`config.mk`:
```
export PLATFORM = sky130hd
export DESIGN_NAME = fp_add_normalize
export DESIGN_NICKNAME = d
export VERILOG_FILES = /design/src/rtl/fp_add_pkg.sv /design/src/rtl/fp_add_normalize.sv
export SDC_FILE = /design/constraint.sdc
export NUM_CORES = 1
export LEC_CHECK = 0
export ABC_AREA = 1
export CORE_ASPECT_RATIO = 0.75
export CORE_MARGIN = 3
export CORE_UTILIZATION = 55
export CTS_CLUSTER_DIAMETER = 150
export DETAILED_ROUTE_END_ITERATION = 10
export PLACE_DENSITY_LB_ADDON = 0.25
export SLEW_MARGIN = 30
export SYNTH_ARGS = -nofsm -noshare
export SYNTH_HDL_FRONTEND = slang
export SYNTH_SLANG_ARGS = --single-unit
export TNS_END_PERCENT = 5
```
`constraint.sdc`:
```
create_clock -name clk -period 3.51 [get_ports clk]
set_clock_uncertainty 0.2 [all_clocks]
set_input_delay 0.702 -clock clk [delete_from_list [all_inputs] [get_ports clk]]
set_output_delay 0.702 -clock clk [all_outputs]
set_load 0.005 [all_outputs]
```
`src/rtl/fp_add_pkg.sv`:
```
// Shared definitions for the floating-point adder pipeline: field widths,
// special encodings, normaliser FSM states and the result pack helper.
package fp_add_pkg;

  localparam int unsigned EXP_W   = 8;
  localparam int unsigned FRAC_W  = 23;
  localparam int unsigned EXP_MAX = 255;
  localparam logic [31:0] QNAN    = 32'h7FC0_0000;

  typedef enum logic [1:0] {
    IDLE,
    NORM,
    DONE
  } state_t;

  function automatic logic [EXP_W+FRAC_W:0] pack_fp(
    input logic              sign,
    input logic [EXP_W-1:0]  exp,
    input logic [FRAC_W-1:0] frac
  );
    return {sign, exp, frac};
  endfunction

endpackage

```
`src/rtl/fp_add_normalize.sv`:
```
// Stage 3 of the FP adder: iterative normalisation, special-case handling and
// IEEE-754 packing. Define FPA_NORM_RNE_EN to round-to-nearest-even on carry.
module fp_add_normalize
  import fp_add_pkg::*;
#(
  parameter int unsigned EXP_W  = fp_add_pkg::EXP_W,
  parameter int unsigned FRAC_W = fp_add_pkg::FRAC_W
) (
  input  logic                      clk,
  input  logic                      rst,
  input  logic [FRAC_W+1:0]         intmdt_sum2,
  input  logic [EXP_W-1:0]          exp_a2,
  input  logic                      sign_a2,
  input  logic                      sign_b2,
  input  logic                      xor2,
  input  logic                      s2,
  input  logic                      in_valid,
  output logic                      in_ready,
  output logic [EXP_W+FRAC_W:0]     result,
  output logic                      out_valid,
  input  logic                      out_ready,
  output logic                      overflow,
  output logic                      underflow
);

  localparam logic [EXP_W:0] L_EXP_MAX = (EXP_W+1)'(EXP_MAX);
  localparam logic [EXP_W:0] L_EXP_ONE = (EXP_W+1)'(1);

  state_t                r_state, w_state_nxt;
  logic [FRAC_W+1:0]     r_mant, w_mant_nxt, w_mant_shr;
  logic [EXP_W:0]        r_exp, w_exp_nxt, w_exp_inc;
  logic                  r_sign, w_sign_nxt;
  logic                  r_xor, w_xor_nxt;
  logic [EXP_W+FRAC_W:0] r_result, w_result_nxt;
  logic                  r_ovf, w_ovf_nxt;
  logic                  r_unf, w_unf_nxt;
  logic                  w_unused;

  // xor2 is captured for debug visibility only
  assign w_unused = &{1'b0, r_xor};

  always_comb begin
    w_state_nxt  = r_state;
    w_mant_nxt   = r_mant;
    w_exp_nxt    = r_exp;
    w_sign_nxt   = r_sign;
    w_xor_nxt    = r_xor;
    w_result_nxt = r_result;
    w_ovf_nxt    = r_ovf;
    w_unf_nxt    = r_unf;
    w_exp_inc    = r_exp + 1'b1;
    w_mant_shr   = {1'b0, r_mant[FRAC_W+1:1]};
`ifdef FPA_NORM_RNE_EN
    // a carry out of this increment sets bit FRAC_W+1 and costs one more NORM pass
    if (r_mant[0] && w_mant_shr[0]) w_mant_shr = w_mant_shr + 1'b1;
`endif

    unique case (r_state)
      IDLE: begin
        if (in_valid) begin
          w_mant_nxt  = intmdt_sum2;
          w_exp_nxt   = {1'b0, exp_a2};
          w_sign_nxt  = s2 ? sign_b2 : sign_a2;
          w_xor_nxt   = xor2;
          w_ovf_nxt   = 1'b0;
          w_unf_nxt   = 1'b0;
          w_state_nxt = NORM;
        end
      end
      NORM: begin
        if (r_exp == L_EXP_MAX) begin
          w_result_nxt = (r_mant[FRAC_W-1:0] == '0) ? pack_fp(r_sign, '1, '0) : QNAN;
          w_state_nxt  = DONE;
        end else if (r_mant == '0) begin
          w_result_nxt = '0;
          w_state_nxt  = DONE;
        end else if (r_mant[FRAC_W+1]) begin
          w_mant_nxt = w_mant_shr;
          w_exp_nxt  = w_exp_inc;
          if (w_exp_inc == L_EXP_MAX) begin
            w_result_nxt = pack_fp(r_sign, '1, '0);
            w_ovf_nxt    = 1'b1;
            w_state_nxt  = DONE;
          end else if (!w_mant_shr[FRAC_W+1]) begin
            w_result_nxt = pack_fp(r_sign, w_exp_inc[EXP_W-1:0], w_mant_shr[FRAC_W-1:0]);
            w_state_nxt  = DONE;
          end
        end else if (r_mant[FRAC_W]) begin
          w_result_nxt = pack_fp(r_sign, r_exp[EXP_W-1:0], r_mant[FRAC_W-1:0]);
          w_state_nxt  = DONE;
        end else if (r_exp <= L_EXP_ONE) begin
          w_result_nxt = pack_fp(r_sign, '0, '0);
          w_unf_nxt    = 1'b1;
          w_state_nxt  = DONE;
        end else begin
          w_mant_nxt = r_mant << 1;
          w_exp_nxt  = r_exp - 1'b1;
        end
      end
      DONE: begin
        if (out_ready) w_state_nxt = IDLE;
      end
      default: w_state_nxt = IDLE;
    endcase
  end

  always_ff @(posedge clk) begin
    if (rst) begin
      r_state  <= IDLE;
      r_mant   <= '0;
      r_exp    <= '0;
      r_sign   <= 1'b0;
      r_xor    <= 1'b0;
      r_result <= '0;
      r_ovf    <= 1'b0;
      r_unf    <= 1'b0;
    end else begin
      r_state  <= w_state_nxt;
      r_mant   <= w_mant_nxt;
      r_exp    <= w_exp_nxt;
      r_sign   <= w_sign_nxt;
      r_xor    <= w_xor_nxt;
      r_result <= w_result_nxt;
      r_ovf    <= w_ovf_nxt;
      r_unf    <= w_unf_nxt;
    end
  end

  assign in_ready  = (r_state == IDLE);
  assign out_valid = (r_state == DONE);
  assign result    = r_result;
  assign overflow  = r_ovf;
  assign underflow = r_unf;

endmodule

```
==> summary.md, run 1 <==
| Metric | Value |
|---|---|
| Fin crit share | `83.6%` |
| Hold Fails Final Rpt | `0` |
| Clock slew at reported path FFs | `80 ps` |
| DRC viols | `0` |
| Fmax | `341 MHz` |
| Top delay family on crit path | `simple AND/OR/NAND/NOR gates` |
| Core Util, Final | `71.0%` |
| Unrepaired setup endpoints after global routing | `no` |
| CTS resizes | `0` |
| Number of synthesis warnings | `0` |
| Largest net degree at the start of global routing | `51` |
| Pwr dens | `515 nW/um2` |
| Post-synthesis area per instance | `approximately 6 um2` |
| Syn Nets | `786` |
| Core area | `7670 um2` |
| Switch share | `41.9%` |
| Synth Area in Compound Gates | `approximately an eighth` |
| Reg2reg setup slack | `570 ps` |
| Register share of total power | `37.6%` |
| Via count | `~4,900` |
| Drt wl/cell | `about 15 um` |
| Fill count | `666` |
| Top cell type by total area after synthesis | `dfxtp_1` |
| Synth cell count leaders | `nand2_1 (264), nor2_1 (77), inv_1 (73), dfxtp_1 (71), nand3_1 (61)` |
| Synth Area in XOR/XNOR | `0.775%` |
| Worst Path Arrival | `2950 ps` |
| DRT Pass-1 Iters | `6` |
| CTS tree | `done` |
| Initial antenna violation count | `0` |
| Synth Area in Adders | `1.38%` |
| Most common flop cell mapped by yosys | `dfxtp_1` |
| Starting Density | `59.0%` |
| Clk_lat worst skew | `360 ps` |
| Highest net fanout along the worst path | `40` |
| Synthesized flop and latch total | `71` |
| Critical-path cell list | `ha_1 -> nand2_2 -> inv_2 -> nand2_1 -> nor2_1 -> ha_1 -> nor2_1 -> inv_1 -> o21bai_1 -> nand2_1 -> nand2_2 -> buf_4 -> nand2_1 -> nand2_1 -> nor2_1` |
| Grt ovf | `0` |
| Least-Margin Pin Slew | `684 ps` |
| Sequential area share after synthesis | `between 30% and 40%` |
| Cell with the most instances after synthesis | `nand2_1` |
| Hold buffer count at cts | `0` |
| Synth top area cells | `dfxtp_1 (31%), nand2_1 (22%), nand3_1 (6.7%), nor2_1 (6.4%), inv_1 (6.1%)` |
| Psw | `1.18 mW` |
| # IOs | `77` |
| Post-synth EDFFs | `0` |
| DR vias/cell | `5.45` |
| Port Buf Inserts | `75` |
| WL final | `between 10 and 15 mm` |
| Outcome | `complete, no violations` |
| Worst VDD drop | `0.305 mV` |
| Largest family of logic cells by synthesized area | `simple AND/OR/NAND/NOR gates` |
| Asr flop ratio synth | `0%` |
| CTS Root Cell | `clkbuf_8` |
| HPWL after DPL | `around 9.6 mm` |
| Internal | `1.63 mW` |
| H-Tree Level Count | `3` |
| Pleak | `roughly 2.5 nW` |
| GRT Util Overall | `about 30%` |
| Ant diodes | `0` |
| DP Area | `5250 um2` |
| CP peak stage delay | `about 530 ps` |
| Mapped Cells | `740` |
| Row cnt | `27` |
| Die width | `111 um` |
| Max-slew violations | `0` |
| Post-synthesis simple-gate area fraction | `a little over two fifths` |
| CP Buf/Inv Count | `3` |
| Initial DRC count | `just over 600` |
| First-pass GRT wire length | `22.7 mm` |
| Period minus WS final | `2940 ps` |
| Synth cell types | `36` |
| Max-Cap Viols | `0` |
| CP Class | `reg2reg` |
| CTS Sinks | `71` |
| Post-route ant nets | `0` |
| Syn Std Cell Area | `4520 um2` |
| Area Overhead vs Synth | `20.4%` |
| Critical path endpoint category | `flop` |
| Post-route cell area | `5450 um2` |
| Worst setup SP type | `flop` |
| Routability Congestion | `0.900` |
| HP Class | `reg2reg` |
| Die ar. | `9360 um2` |
| Required @ worst endpoint | `3530 ps` |
| Vias in the first global route | `about 4,500` |
| Height of the die | `about 85 um` |
| Crit-path slowest cell | `dfxtp_1` |
| Setup violators final | `0` |
| Mux contribution to synthesized area | `0%` |
| Combinational power share | `38.4%` |
| Proportion of netlist area held by the largest area contributor | `about a third` |
| Number of setup buffers added after CTS | `0` |
| Crit-path most repeated cell | `nand2_1` |
| Slew margin rel. | `between 50% and 60%` |
| CTS max path bufs | `2` |
| Final TNS setup | `0 ps` |
| Total CTS buffers | `9` |
| Clock share of power | `23.9%` |
| Layout cell share with drive strength beyond 1 | `11.1%` |
| Layout Nets | `843` |
[worst reg2reg max path, delay by kind of cell, from the launching register on]
kind,cells,cell delay [ps]
buffers and inverters,3,580
AND/OR/NAND/NOR,9,810
adder cells (fa/ha/maj),2,560
AO/OA/AOI/OAI,1,110
flip-flops,1,530
[layout by cell type, fill, tap and decap left out, drive strengths merged, types with 2 or more instances in the layout]
cell | synthesis | routed
nand2 | 293 | 293
buf | 18 | 8
inv | 78 | 79
a22oi | 2 | 2
o21a | 2 | 2
nor2 | 84 | 84
nand3 | 65 | 65
o211ai | 4 | 4
ha | 5 | 5
clkinvlp | 0 | 3
clkbuf | 18 | 10
a211oi | 2 | 2
dfxtp | 71 | 71
o22ai | 2 | 2
clkdlybuf4s50 | 0 | 74
nand4 | 3 | 3
o21ai | 41 | 41
a21oi | 38 | 38
xor2 | 4 | 4
clkinv | 3 | 4
or2 | 2 | 2
[flip-flops by register name, indices dropped and copies added, names as in the netlist]
name,cells
result,32
r_mant,25
r_exp,9
r_state,2
overflow,1
r_sign,1
underflow,1
[metal layers]
metal	track usage [%]	up-vias	wire (um)
met2	43.4	292	5550
met1	43.3	2174	6320
met4	7.94	0	256
met5	0	-	0
li1	-	2425	-
met3	7.85	29	1720
[final timing paths]
path | startpoint | endpoint | depth (start not counted)
worst max register to register | r_exp[0] | r_mant[2] | 15
worst min-delay path | result[31] | result[31] | 2
worst min register to register | result[31] | result[31] | 2
worst max-delay path | r_exp[0] | r_mant[2] | 15
[power by group through the flow]
stage                     combinational [mW]  clock, mW  sequential, mW
after global routing                    1.21      0.715            1.07
after CTS                               1.06      0.682            1.05
final                                   1.08      0.672            1.06
after global placement                  1.02          0            1.06
after floorplan                        0.775          0            1.03
after detailed placement                1.05          0            1.07
[cells by family after synthesis]
family	Yosys count
and+or+nand+nor	448
buffers and inverters	117
xor gates and xnor gates	4
AOI/OAI and AO/OA	95
DFF	71
adders and majority gates	5
[through the flow]
stage,worst slack (ps),std cells,power (mW),hold slack (ps)
finish,574,903,2.81,280
global route,380,903,2.99,296
CTS,637,903,2.79,271
detailed placement,652,887,2.11,256
global placement,720,887,2.08,247
floorplan,1300,740,1.80,241
[cell type report]
cell class / instances / area, um2 / share of cell area [%]
clock buffer: 10 / 128 / 2.34
clock inverter: 6 / 70.1 / 1.29
inverter: 81 / 304 / 5.58
multi-input combinational: 552 / 2600 / 47.7
sequential: 71 / 1420 / 26.1
tap: 101 / 126 / 2.32
timing repair buffer: 82 / 798 / 14.7
No activity file was read; power rests on OpenSTA's default activity.
==> inputs of run 2 (changes only) <==
CORE_UTILIZATION = 54   (was 55)
clock period = 2.78 ns   (was 3.51 ns; I/O delays follow)
==> summary.md, run 2 (synthesis gave the netlist of run 1 again) <==
| Metric | Value |
|---|---|
| GRT Util Overall | `29.2%` |
| Port Buf Inserts | `75` |
| Worst r2r src | `r_exp[1]` |
| Least-Margin Pin Slew | `between 600 and 700 ps` |
| Pleak | `2.60 nW` |
| Commonest non-fill, non-tap cells in the layout | `nand2_1 (263), nor2_1 (77), clkdlybuf4s50_1 (74)` |
| H-Tree Level Count | `3` |
| Worst setup SP type | `flop` |
| CTS Sinks | `71` |
| HPWL after DPL | `approximately 10 mm` |
| Setup violators final | `0` |
| Ant diodes | `0` |
| Hold Fails Final Rpt | `0` |
| Number of setup buffers added after CTS | `0` |
| Slew margin rel. | `55.4%` |
| Starting Density | `56.4%` |
| Worst Setup SP | `r_exp[1]` |
| CTS max path bufs | `2` |
| Max-Cap Viols | `0` |
| Clk_lat worst skew | `370 ps` |
| Critical Path Sink | `r_mant[4]` |
| R2R depth | `14` |
| Via count | `~5,000` |
| WL final | `13.8 mm` |
| Highest net fanout along the worst path | `24` |
| Initial DRC count | `approximately 630` |
| CTS Root Cell | `clkbuf_8` |
| Top routing layer in use | `met4` |
| Layout cell share with drive strength beyond 1 | `between 10% and 20%` |
| Vias in the first global route | `4,395` |
| Die ar. | `roughly 9500 um2` |
| Unrepaired setup endpoints after global routing | `yes` |
| Period minus WS final | `2600 ps` |
| Fin crit share | `93.4%` |
| Die width | `112 um` |
| Post-route ant nets | `0` |
| Worst VDD drop | `0.385 mV` |
| Clock slew at reported path FFs | `roughly 90 ps` |
| Fmax | `385 MHz` |
| Height of the die | `~85 um` |
| Max-slew violations | `0` |
| Met2 WL | `5.60 mm` |
| Grt ovf | `0` |
| Largest net degree at the start of global routing | `43` |
| First-pass GRT wire length | `about 22 mm` |
| Row cnt | `28` |
| Critical path endpoint category | `flop` |
| CP Class | `reg2reg` |
| Outcome | `complete, no violations` |
| DRC viols | `0` |
| DRT Pass-1 Iters | `6` |
| Layout Cells excl Fill | `917` |
| WL met1 | `6.47 mm` |
| Core area | `~8000 um2` |
| DR vias/cell | `5.33` |
| Critical R2R Capture | `r_mant[4]` |
| Pwr dens | `660 nW/um2` |
| CTS tree | `done` |
| Layout Nets | `roughly 850` |
| Routability Congestion | `0.944` |
| Final TNS setup | `0 ps` |
| Area Overhead vs Synth | `23.6%` |
| Worst Path Arrival | `2640 ps` |
| HP Class | `reg2reg` |
| Placed cells | `901` |
| # IOs | `77` |
| Max FFs per register | `32` |
| Drt wl/cell | `roughly 15 um` |
| Commonest non-fill, non-tap cell in the layout | `nand2_1` |
| Initial antenna violation count | `0` |
| Total CTS buffers | `9` |
| Required @ worst endpoint | `2820 ps` |
| Metal3 WL | `1.59 mm` |
| Reg2reg setup slack | `between 150 and 200 ps` |
## run 2: changes by cell type in the layout (fill, tap and decap cells not counted), sizes merged
| cell | before | now |
|---|---|---|
| inv | 79 | 81 |
| clkbuf | 10 | 9 |
| clkinvlp | 3 | 1 |
| buf | 8 | 18 |
| bufinv | 1 | 2 |
## run 2: repair_timing
item	4_1_cts	5_1_grt
hold endpoints to repair	0	0
hold buffers	0	0
setup endpoints to repair	0	25
resized for setup	0	2
## run 2: metal layers
| layer | global-route usage, % | vias up |
|---|---|---|
| li1 | - | 2442 |
| met4 | 7.40 | 0 |
| met1 | 43.4 | 2158 |
| met5 | 0 | - |
| met2 | 41.1 | 272 |
| met3 | 8.41 | 17 |
## run 2: stage by stage
step / setup slack, ps / total power [mW] / instance area, um2 / utilization (%) / hold slack, ps
6_report: 182 / 3.69 / 5590 / 69.7 / 256
5_1_grt: -17.8 / 3.92 / 5590 / 69.7 / 271
3_5_place_dp: 183 / 2.71 / 5350 / 66.7 / 242
3_3_place_gp: 252 / 2.68 / 5350 / 66.7 / 243
2_1_floorplan: 573 / 2.28 / 4520 / - / 241
4_1_cts: 183 / 3.67 / 5580 / 69.6 / 255
## run 2: final cells by class
cell class	count	area, um2
well taps	105	131
fillers	742	2430
repair buffers	92	898
multi-input cells	552	2610
inverters	81	304
clock inverters	7	103
clock buffers	9	124
flip-flops and latches	71	1420
## run 2: worst min path at each step
stage | start | to | slack (ps) | cells after the start
after CTS | underflow | underflow | 260 | 2
after global placement | underflow | underflow | 240 | 2
after detailed placement | underflow | underflow | 240 | 2
final | underflow | underflow | 260 | 2
after floorplan | r_sign | r_sign | 240 | 2
after global routing | underflow | underflow | 270 | 2
## run 2: critical path, cell delays in order, from the launching register on
cell and delay (ps):
dfxtp_1 360, ha_1 210, nand2_2 110, inv_2 60
nand2_1 110, nor2_1 60, ha_1 230, nor2_1 110
inv_1 70, nand2_1 80, nand2_2 100, nor2_4 500
nand2_1 130, nand2_1 90, nor2_1 40
## run 2: report_power, final
group | switching [mW] | internal [mW] | total (mW)
Clock | 0.445 | 0.516 | 0.960
Combinational | 0.896 | 0.522 | 1.42
Sequential | 0.157 | 1.16 | 1.31
==> RTL change (flow settings as in run 2) <==
Change the package constant `EXP_W` from 8 to 9.
--- a/src/rtl/fp_add_pkg.sv
+++ b/src/rtl/fp_add_pkg.sv
@@ -2,7 +2,7 @@
 // special encodings, normaliser FSM states and the result pack helper.
 package fp_add_pkg;
 
-  localparam int unsigned EXP_W   = 8;
+  localparam int unsigned EXP_W   = 9;
   localparam int unsigned FRAC_W  = 23;
   localparam int unsigned EXP_MAX = 255;
   localparam logic [31:0] QNAN    = 32'h7FC0_0000;
Ports: changed (resized exp_a2 and result); port bits go from 77 to 79. The function was not compared with the original's and may differ.
==> RTL change against run 2 <==
Sequential share of layout area grew 0.26 points; total power grew 11%; setup slack gained 110 ps; sequential cell count grew 2; area after synthesis grew 1.7%; cell area grew 1.8%; die area grew 1.6%; synthesized cell count grew 2.7%; highest routed layer unchanged; routed wire length grew 1.4%.
==> RTL change: results (changes against run 2) <==
| Metric | Value |
|---|---|
| Root Buffer | `clkbuf_16 (was clkbuf_8)` |
| Pin count of the biggest net entering global routing | `57 (was 43)` |
| Met3 usage | `6.98% (was 8.41%)` |
| R2r setup slk | `290 ps (was 180 ps)` |
| Worst IR Drop VDD | `454 uV (was 385 uV)` |
| Routability cong. | `0.961 (was 0.944)` |
| RR Startpoint | `r_exp[0] (was r_exp[1])` |
| Seq/Total Area, Yosys | `31.8% (was 31.4%)` |
| Nets@finish | `865 (was 853)` |
| Min-Delay Endpoint | `result[32] (was underflow)` |
| Outcome | `complete, no violations (unchanged)` |
| Initial drt markers | `639 (was 625)` |
| Leakage | `2.57 nW (was 2.60 nW)` |
| Routed len/inst | `15.1 um (about the same)` |
| Mean Syn Cell Area | `6.05 sq um (was 6.11 sq um)` |
| Dpl cells | `913 (was 901)` |
| Hold WS | `263 ps (was 256 ps)` |
| Placement Cell Area | `5390 sq um (was 5350 sq um)` |
| Wire length on met3 | `1580 um (was 1590 um)` |
| Max reg flops | `33 (was 32)` |
| Syn Nets | `806 (was 786)` |
| First drt pass iteration count | `7 (was 6)` |
| Met2 Use GR | `41.3% (was 41.1%)` |
| Worst path arrival time | `2550 ps (was 2640 ps)` |
| Clock Latency Late Sink | `340 ps (was 370 ps)` |
| Metal-1 WL | `6510 um (was 6470 um)` |
| Met2 Wirelength | `5680 um (was 5600 um)` |
| Post-DP HPWL | `9870 um (was 9860 um)` |
| Main area contributors after synthesis | `dfxtp_1 (32%), nand2_1 (22%), nand3_1 (8.5%), nor2_1 (6.3%), a21oi_1 (5.5%) (was dfxtp_1 (31%), nand2_1 (22%), nand3_1 (6.7%), nor2_1 (6.4%), inv_1 (6.1%))` |
| Part of the cycle the worst path needs | `89.6% (was 93.4%)` |
| Worst-Margin Slew | `678 ps (was 668 ps)` |
RTL change: layout make-up:
cell class	count	area, sq um
fillers	730	2400
clock buffers	9	225
flip-flops and latches	73	1460
clock inverters	7	77.6
well taps	105	131
multi-input cells	575	2640
repair buffers	89	893
inverters	71	267
RTL change: cells by family (layout without fill, tap and decap cells):
family          after synthesis  in the layout  share of synthesized area, %
flops                        73             73                          31.8
buf+inv                     112            176                          11.0
simple gates                457            457                          42.6
fa+ha+maj                     4              4                          1.09
xor+xnor                      4              4                         0.762
compound gates              110            110                          12.8
RTL change: critical path, cell delays in order (launching register included):
cell	delay, ps
dfxtp_1	470
inv_1	120
ha_1	260
or2_2	300
nand3_1	90
nor2_2	60
nor2_1	210
buf_12	210
nand2_1	70
nand3_1	90
o21ai_0	100
nand3_1	90
nand2_1	60
nor2_1	110
RTL change: report_power, final:
group	switching (mW)	total [mW]	leakage, nW	internal [mW]
Sequential	0.185	1.39	0.598	1.20
Clock	0.482	1.18	0.146	0.703
Combinational	0.971	1.53	1.83	0.563
